===== src/rtl/outer_product_mac.sv =====
// ============================================================================
// outer_product_mac
// ----------------------------------------------------------------------------
// Consumes the three unload phases of a 3x3 operand memory bank and
// accumulates one outer product per phase into nine accumulators, giving
// C = W * X. The nine results are then streamed out in row-major order over
// a valid/ready handshake.
//
// Build option:
//   OUTER_PRODUCT_MAC_SIGNED_EN  defined   -> two's complement operands,
//                                             products sign-extended
//                                undefined -> unsigned operands, zero-extended
//
// Parameters:
//   DATA_W  operand width (bank word width)
//   ACC_W   accumulator / result width, must be >= 2*DATA_W+2
//
// Ports:
//   clk                       rising-edge clock
//   clear_n                   asynchronous active-low reset
//   start                     run request level; a run begins on its rising edge
//   unload1/2/3               registered phase selects to the memory bank
//   data_w1/2/3               W column k, rows 1..3 (combinational from bank)
//   data_x1/2/3               X row k, columns 1..3 (combinational from bank)
//   res_valid/res_ready       result handshake
//   res_data                  C[i][j]
//   res_idx                   i*3+j, 0..8
//   busy                      high in every state except IDLE
//   done                      one-cycle pulse after the last result is accepted
// ============================================================================

// ----------------------------------------------------------------------------
// mac_cell: one accumulator of the 3x3 array. Multiplies its row operand by
// its column operand and adds the extended product when enabled.
// ----------------------------------------------------------------------------
module mac_cell #(
    parameter int DATA_W = 4,
    parameter int ACC_W  = 10
) (
    input  logic              clk,
    input  logic              clear_n,
    input  logic              i_clr,
    input  logic              i_en,
    input  logic [DATA_W-1:0] i_w,
    input  logic [DATA_W-1:0] i_x,
    output logic [ACC_W-1:0]  o_acc
);

    logic [2*DATA_W-1:0] w_prod;
    logic [ACC_W-1:0]    w_prod_ext;
    logic [ACC_W-1:0]    r_acc;

`ifdef OUTER_PRODUCT_MAC_SIGNED_EN
    // Operands widened to the full product width first so the multiply is
    // exact; the low 2*DATA_W bits hold the two's complement product.
    assign w_prod = $signed({{DATA_W{i_w[DATA_W-1]}}, i_w})
                  * $signed({{DATA_W{i_x[DATA_W-1]}}, i_x});
    assign w_prod_ext = {{(ACC_W-2*DATA_W){w_prod[2*DATA_W-1]}}, w_prod};
`else
    assign w_prod = {{DATA_W{1'b0}}, i_w} * {{DATA_W{1'b0}}, i_x};
    assign w_prod_ext = {{(ACC_W-2*DATA_W){1'b0}}, w_prod};
`endif

    // Three terms always fit in ACC_W, so plain modular addition is exact.
    always_ff @(posedge clk or negedge clear_n) begin
        if (!clear_n) begin
            r_acc <= '0;
        end else if (i_clr) begin
            r_acc <= '0;
        end else if (i_en) begin
            r_acc <= r_acc + w_prod_ext;
        end
    end

    assign o_acc = r_acc;

endmodule

// ----------------------------------------------------------------------------
// outer_product_mac: control FSM, 3x3 cell array, result streaming.
// ----------------------------------------------------------------------------
module outer_product_mac #(
    parameter int DATA_W = 4,
    parameter int ACC_W  = 10
) (
    input  logic              clk,
    input  logic              clear_n,
    input  logic              start,
    output logic              unload1,
    output logic              unload2,
    output logic              unload3,
    input  logic [DATA_W-1:0] data_w1,
    input  logic [DATA_W-1:0] data_w2,
    input  logic [DATA_W-1:0] data_w3,
    input  logic [DATA_W-1:0] data_x1,
    input  logic [DATA_W-1:0] data_x2,
    input  logic [DATA_W-1:0] data_x3,
    output logic              res_valid,
    input  logic              res_ready,
    output logic [ACC_W-1:0]  res_data,
    output logic [3:0]        res_idx,
    output logic              busy,
    output logic              done
);

    localparam int NUM_ROWS = 3;
    localparam int NUM_COLS = 3;
    localparam int NUM_RES  = NUM_ROWS * NUM_COLS;
    localparam logic [3:0] LAST_IDX = 4'(NUM_RES - 1);

    typedef enum logic [2:0] {
        S_IDLE = 3'd0,
        S_PH1  = 3'd1,
        S_PH2  = 3'd2,
        S_PH3  = 3'd3,
        S_OUT  = 3'd4,
        S_FIN  = 3'd5
    } state_t;

    state_t r_state;
    state_t w_state_nxt;

    logic       r_start_q;
    logic       w_start_rise;
    logic [2:0] r_unload;
    logic [2:0] w_unload_nxt;
    logic [3:0] r_idx;
    logic       w_accept;
    logic       w_acc_clr;
    logic       w_acc_en;

    logic [NUM_ROWS-1:0][DATA_W-1:0] w_wcol;
    logic [NUM_COLS-1:0][DATA_W-1:0] w_xrow;
    logic [NUM_RES-1:0][ACC_W-1:0]   w_acc;

    assign w_start_rise = start & ~r_start_q;
    assign w_accept     = (r_state == S_OUT) & res_ready;

    // Bank data are only meaningful while one unload line is high; the cells
    // sample them solely in the phase states.
    assign w_wcol = {data_w3, data_w2, data_w1};
    assign w_xrow = {data_x3, data_x2, data_x1};

    // ------------------------------------------------------------------
    // State register and registered companions
    // ------------------------------------------------------------------
    always_ff @(posedge clk or negedge clear_n) begin
        if (!clear_n) begin
            r_state   <= S_IDLE;
            r_start_q <= 1'b0;
            r_unload  <= 3'b000;
            r_idx     <= 4'd0;
        end else begin
            r_state   <= w_state_nxt;
            r_start_q <= start;
            // Unload lines are decoded from the next state so they are
            // clean flop outputs aligned exactly with each phase cycle.
            r_unload  <= w_unload_nxt;
            if (w_accept) begin
                r_idx <= (r_idx == LAST_IDX) ? 4'd0 : r_idx + 4'd1;
            end
        end
    end

    // ------------------------------------------------------------------
    // Next-state logic
    // ------------------------------------------------------------------
    always_comb begin
        w_state_nxt = r_state;
        unique case (r_state)
            S_IDLE: if (w_start_rise) w_state_nxt = S_PH1;
            S_PH1:  w_state_nxt = S_PH2;
            S_PH2:  w_state_nxt = S_PH3;
            S_PH3:  w_state_nxt = S_OUT;
            S_OUT:  if (w_accept && r_idx == LAST_IDX) w_state_nxt = S_FIN;
            S_FIN:  w_state_nxt = S_IDLE;
            default: w_state_nxt = S_IDLE;
        endcase
    end

    // ------------------------------------------------------------------
    // Output logic
    // ------------------------------------------------------------------
    always_comb begin
        w_unload_nxt = 3'b000;
        unique case (w_state_nxt)
            S_PH1:   w_unload_nxt = 3'b001;
            S_PH2:   w_unload_nxt = 3'b010;
            S_PH3:   w_unload_nxt = 3'b100;
            default: w_unload_nxt = 3'b000;
        endcase

        w_acc_clr = (r_state == S_IDLE) & w_start_rise;
        w_acc_en  = (r_state == S_PH1) | (r_state == S_PH2) | (r_state == S_PH3);

        res_valid = (r_state == S_OUT);
        busy      = (r_state != S_IDLE);
        done      = (r_state == S_FIN);
        res_idx   = res_valid ? r_idx : 4'd0;
        res_data  = res_valid ? w_acc[r_idx] : '0;
    end

    assign unload1 = r_unload[0];
    assign unload2 = r_unload[1];
    assign unload3 = r_unload[2];

    // ------------------------------------------------------------------
    // 3x3 cell array: cell (i,j) accumulates w_i * x_j, stored row-major
    // ------------------------------------------------------------------
    for (genvar gi = 0; gi < NUM_ROWS; gi++) begin : g_row
        for (genvar gj = 0; gj < NUM_COLS; gj++) begin : g_col
            mac_cell #(
                .DATA_W (DATA_W),
                .ACC_W  (ACC_W)
            ) u_cell (
                .clk     (clk),
                .clear_n (clear_n),
                .i_clr   (w_acc_clr),
                .i_en    (w_acc_en),
                .i_w     (w_wcol[gi]),
                .i_x     (w_xrow[gj]),
                .o_acc   (w_acc[gi*NUM_COLS+gj])
            );
        end
    end

endmodule

===== config.mk =====
export PLATFORM = sky130hd
export DESIGN_NAME = outer_product_mac
export DESIGN_NICKNAME = d
export VERILOG_FILES = /design/src/rtl/outer_product_mac.sv
export SDC_FILE = /design/constraint.sdc
export NUM_CORES = 1
export LEC_CHECK = 0
export CAP_MARGIN = 15
export CORE_ASPECT_RATIO = 0.6
export CORE_MARGIN = 3
export CORE_UTILIZATION = 25
export DETAILED_ROUTE_END_ITERATION = 10
export PLACE_DENSITY = 0.44
export SLEW_MARGIN = 10
export SYNTH_ARGS = -nofsm -noshare
export SYNTH_HDL_FRONTEND = slang
export SYNTH_HIERARCHICAL = 1
export SYNTH_SLANG_ARGS = --single-unit

===== constraint.sdc =====
create_clock -name clk -period 3.3 [get_ports clk]
set_input_delay 0.495 -clock clk [delete_from_list [all_inputs] [get_ports clk]]
set_output_delay 0.495 -clock clk [all_outputs]
set_load 0.02 [all_outputs]

==> impl_metrics.csv <==
group,metric,value,unit
layout,seqCellArea,2530,µm²
yosys,synth-edff-count,0,
global_routing,antenna_found_initial,4,
worst_setup_path,crit_fanout,5,
yosys,yosysWarnings,6,
die,initial_core_util,25.8,%
worst_setup_path,rr_startpoint,"g_row[0].g_col[2].u_cell/o_acc[2]",
sta,period_share,99.6,%
sta,finalSetupViolations,0,
clock_network,cts.sinks,101,
route,routedWlPerCell,19.9,µm
clock_network,clock_latency,0.39,ns
yosys,synth.net_count,1644,
yosys,ys_seq_area_share,20.1,%
clock_network,cts_hold_buf,0,
layout,drive_gt1_share,27.9,%
placement,place_congestion,0.823,
sta,clock_skew,0.0134,ns
sta,grt_setup_unrepaired,"yes",
layout,mostFrequentLayoutCells,"buf_4, inv_1, ha_1",
die,rows,62,
clock_network,clock_path_buffers,2,
clock_network,cts_tree,"done",
pwr,swShare,47.3,%
pwr,ir_drop,0.534,mV
worst_setup_path,path_class,"input pin to flip-flop",
placement,dp_hpwl,33.5,mm
yosys,syn_area,12500,µm²
yosys,ys_seq_elements,101,
route,drc_errors,0,
pwr,p_sw,0.00743,W
yosys,yosysTopAreaCell,"dfrtp_1",
route,vias,11000,
placement,portBuffers,47,
sta,maxSlewViolCount,0,
worst_setup_path,cp_data_required_time,3.57,ns
job,cap_violations,0,
sta,fin_crit,3.29,ns
worst_setup_path,critPathMaxStageDelay,0.55,ns
pwr,seq_power_share,16.9,%
worst_setup_path,crit_chain,"buf_6, buf_6, nand2_4, fa_1, fa_1, fa_1, inv_2, ha_4, a211o_4, a2111oi_4, or4_4, a21oi_2",
worst_setup_path,startpoint,"data_x3[3]",
clock_network,clock_tree.root_cell,"clkbuf_16",
worst_setup_path,cp.arrival,3.56,ns
yosys,synthDistinctLibCells,71,
clock_network,h-tree-depth,3,
yosys,yosys.area.top_type_share,20.1,%
global_routing,grt_max_degree,66,
clock_network,clk_pin_slew_worst_paths,0.08,ns
yosys,synthTopCellsByArea,"dfrtp_1, ha_1, fa_1",
layout,final_common_cell,"buf_4",
die,die_area,53000,µm²
sta,relSlewSlack,47.3,%
global_routing,grt_first_pass_wirelength,68.1,mm
layout,area_growth_syn_to_layout,35.7,%
worst_setup_path,worst-path-buf-inv,3,
die,die_w,295,µm
layout,fin_nets,1899,
route,dr.pass1.iters,5,
route,wirelength,45.1,mm
worst_setup_path,crit_top_cell,"fa_1",
yosys,syn_avg_cell_area,9.15,µm²
layout,nFillCells,4997,
global_routing,grt_pass1_vias,10800,
hold_path,min_path_type,"input pin to asynchronous set/reset pin",
sta,worst_pin_slew,0.790,ns
run_status,status,"complete, no violations",
layout,final_util,35.0,%
yosys,synth-main-ff-cell,"dfrtp_1",
pwr,leakagePower,8.21,nW
global_routing,grt_use_total,16.9,%
worst_setup_path,cp_slowest_cell,"fa_1",
pwr,cellPowerDensity,922,nW/µm²
clock_network,numCtsBuffers,9,
pwr,comb_power_share,75.4,%
die,io_pins,48,
worst_setup_path,critical_path.top_delay_family,"adder cells",
yosys,synthArstFlopShare,100,%
sta,clock.fmax,304,MHz
sta,setup_tns,0,ns
worst_setup_path,cp-start-kind,"input pin",
die,chipHeight,180,µm
worst_setup_path,cp-end-kind,"flip-flop",
pwr,p_int,0.00828,W
route,drt_iter0_drc,738,
die,coreArea,48700,µm²
layout,multiInputGateArea,9790,µm²
sta,hold_viol_final,0,
global_routing,overflow,0,
yosys,postSynthCellCount,1371,
route,drtAntennaViolNets,0,
route,viasPerCell,4.83,
layout,antenna-diode-count,0,
pwr,clock_power_share,7.7,%
## timing repair
item	in CTS	in global routing
pin swaps	74	82
gates resized for setup	145	159
endpoints found under the setup margin	64	45
gates cloned	7	2
buffers inserted	26	12
hold endpoints to repair	0	0
## synthesized netlist by cell type, drive strengths merged (34+ instances only)
| cell type | n |
|---|---|
| ha | 164 |
| o21ai | 34 |
| mux2i | 49 |
| nor2 | 88 |
| nand2 | 83 |
| dfrtp | 101 |
| nand3 | 40 |
| a21oi | 73 |
| a211oi | 37 |
| and2 | 111 |
| inv | 201 |
| fa | 81 |
## final cells by class
type,count,share of cell area (%)
multi-input cells,1028,57.5
clock buffers,10,1.34
repair buffers,285,16.8
inverters,201,4.43
clock inverters,6,0.375
flip-flops and latches,101,14.9
well taps,640,4.70
## sequential cells by signal (all words and copies together) (netlist names)
| register | flops |
|---|---|
| r_start_q | 1 |
| r_unload | 3 |
| r_idx | 4 |
| g_row.g_col.u_cell/o_acc | 90 |
| r_state | 3 |
## per-layer routing
| layer | track usage, % | up-vias | routed length (µm) |
|---|---|---|---|
| met4 | 3.31 | 2 | 675 |
| met1 | 27.4 | 5448 | 24700 |
| met2 | 22.2 | 202 | 17200 |
| met5 | 0 | - | 9 |
| li1 | - | 5296 | - |
| met3 | 3.85 | 32 | 2460 |
## kinds of logic after synthesis
| group | Yosys count | synth area share (%) |
|---|---|---|
| AOI/OAI and AO/OA | 268 | 16.0 |
| DFF | 101 | 20.1 |
| muxes | 61 | 6.12 |
| and+or+nand+nor | 445 | 19.5 |
| adders and majority gates | 245 | 29.3 |
| buffers and inverters | 242 | 8.41 |
| xor gates and xnor gates | 9 | 0.628 |
## final timing paths
path	endpoint	slack, ns	cells past startpoint
setup / recovery	g_row[0].g_col[2].u_cell/o_acc[9]	0.01	12
hold / removal	r_state[2]	0.16	1
setup reg to reg	g_row[0].g_col[2].u_cell/o_acc[9]	0.71	6
hold reg to reg	r_state[0]	0.54	1
max in group asynchronous	g_row[0].g_col[0].u_cell/o_acc[9]	2.27	2
min in group clk	r_state[0]	0.54	1
## power by group through the flow
stage / clock network, W / registers (W) / logic [W]
finish: 0.00121 / 0.00266 / 0.0118
global route: 0.00128 / 0.00273 / 0.0131
CTS: 0.00125 / 0.00264 / 0.0112
detailed placement: 0 / 0.00267 / 0.0103
global placement: 0 / 0.00267 / 0.0102
floorplan: 0 / 0.00221 / 0.00706
## metrics by stage
step	hold WS [ns]	power, W	cell area (µm²)	instances	setup slack (ns)
after floorplan	0.199	0.00927	12700	1371	-0.0466
after global placement	0.495	0.0129	15400	2210	-0.876
after detailed placement	0.506	0.0130	15400	2210	-0.870
after CTS	0.188	0.0151	16400	2259	-0.0398
after global routing	0.207	0.0171	17000	2271	-0.0390
final	0.161	0.0157	17000	2271	0.0127
(Power assumes the default switching activity.)
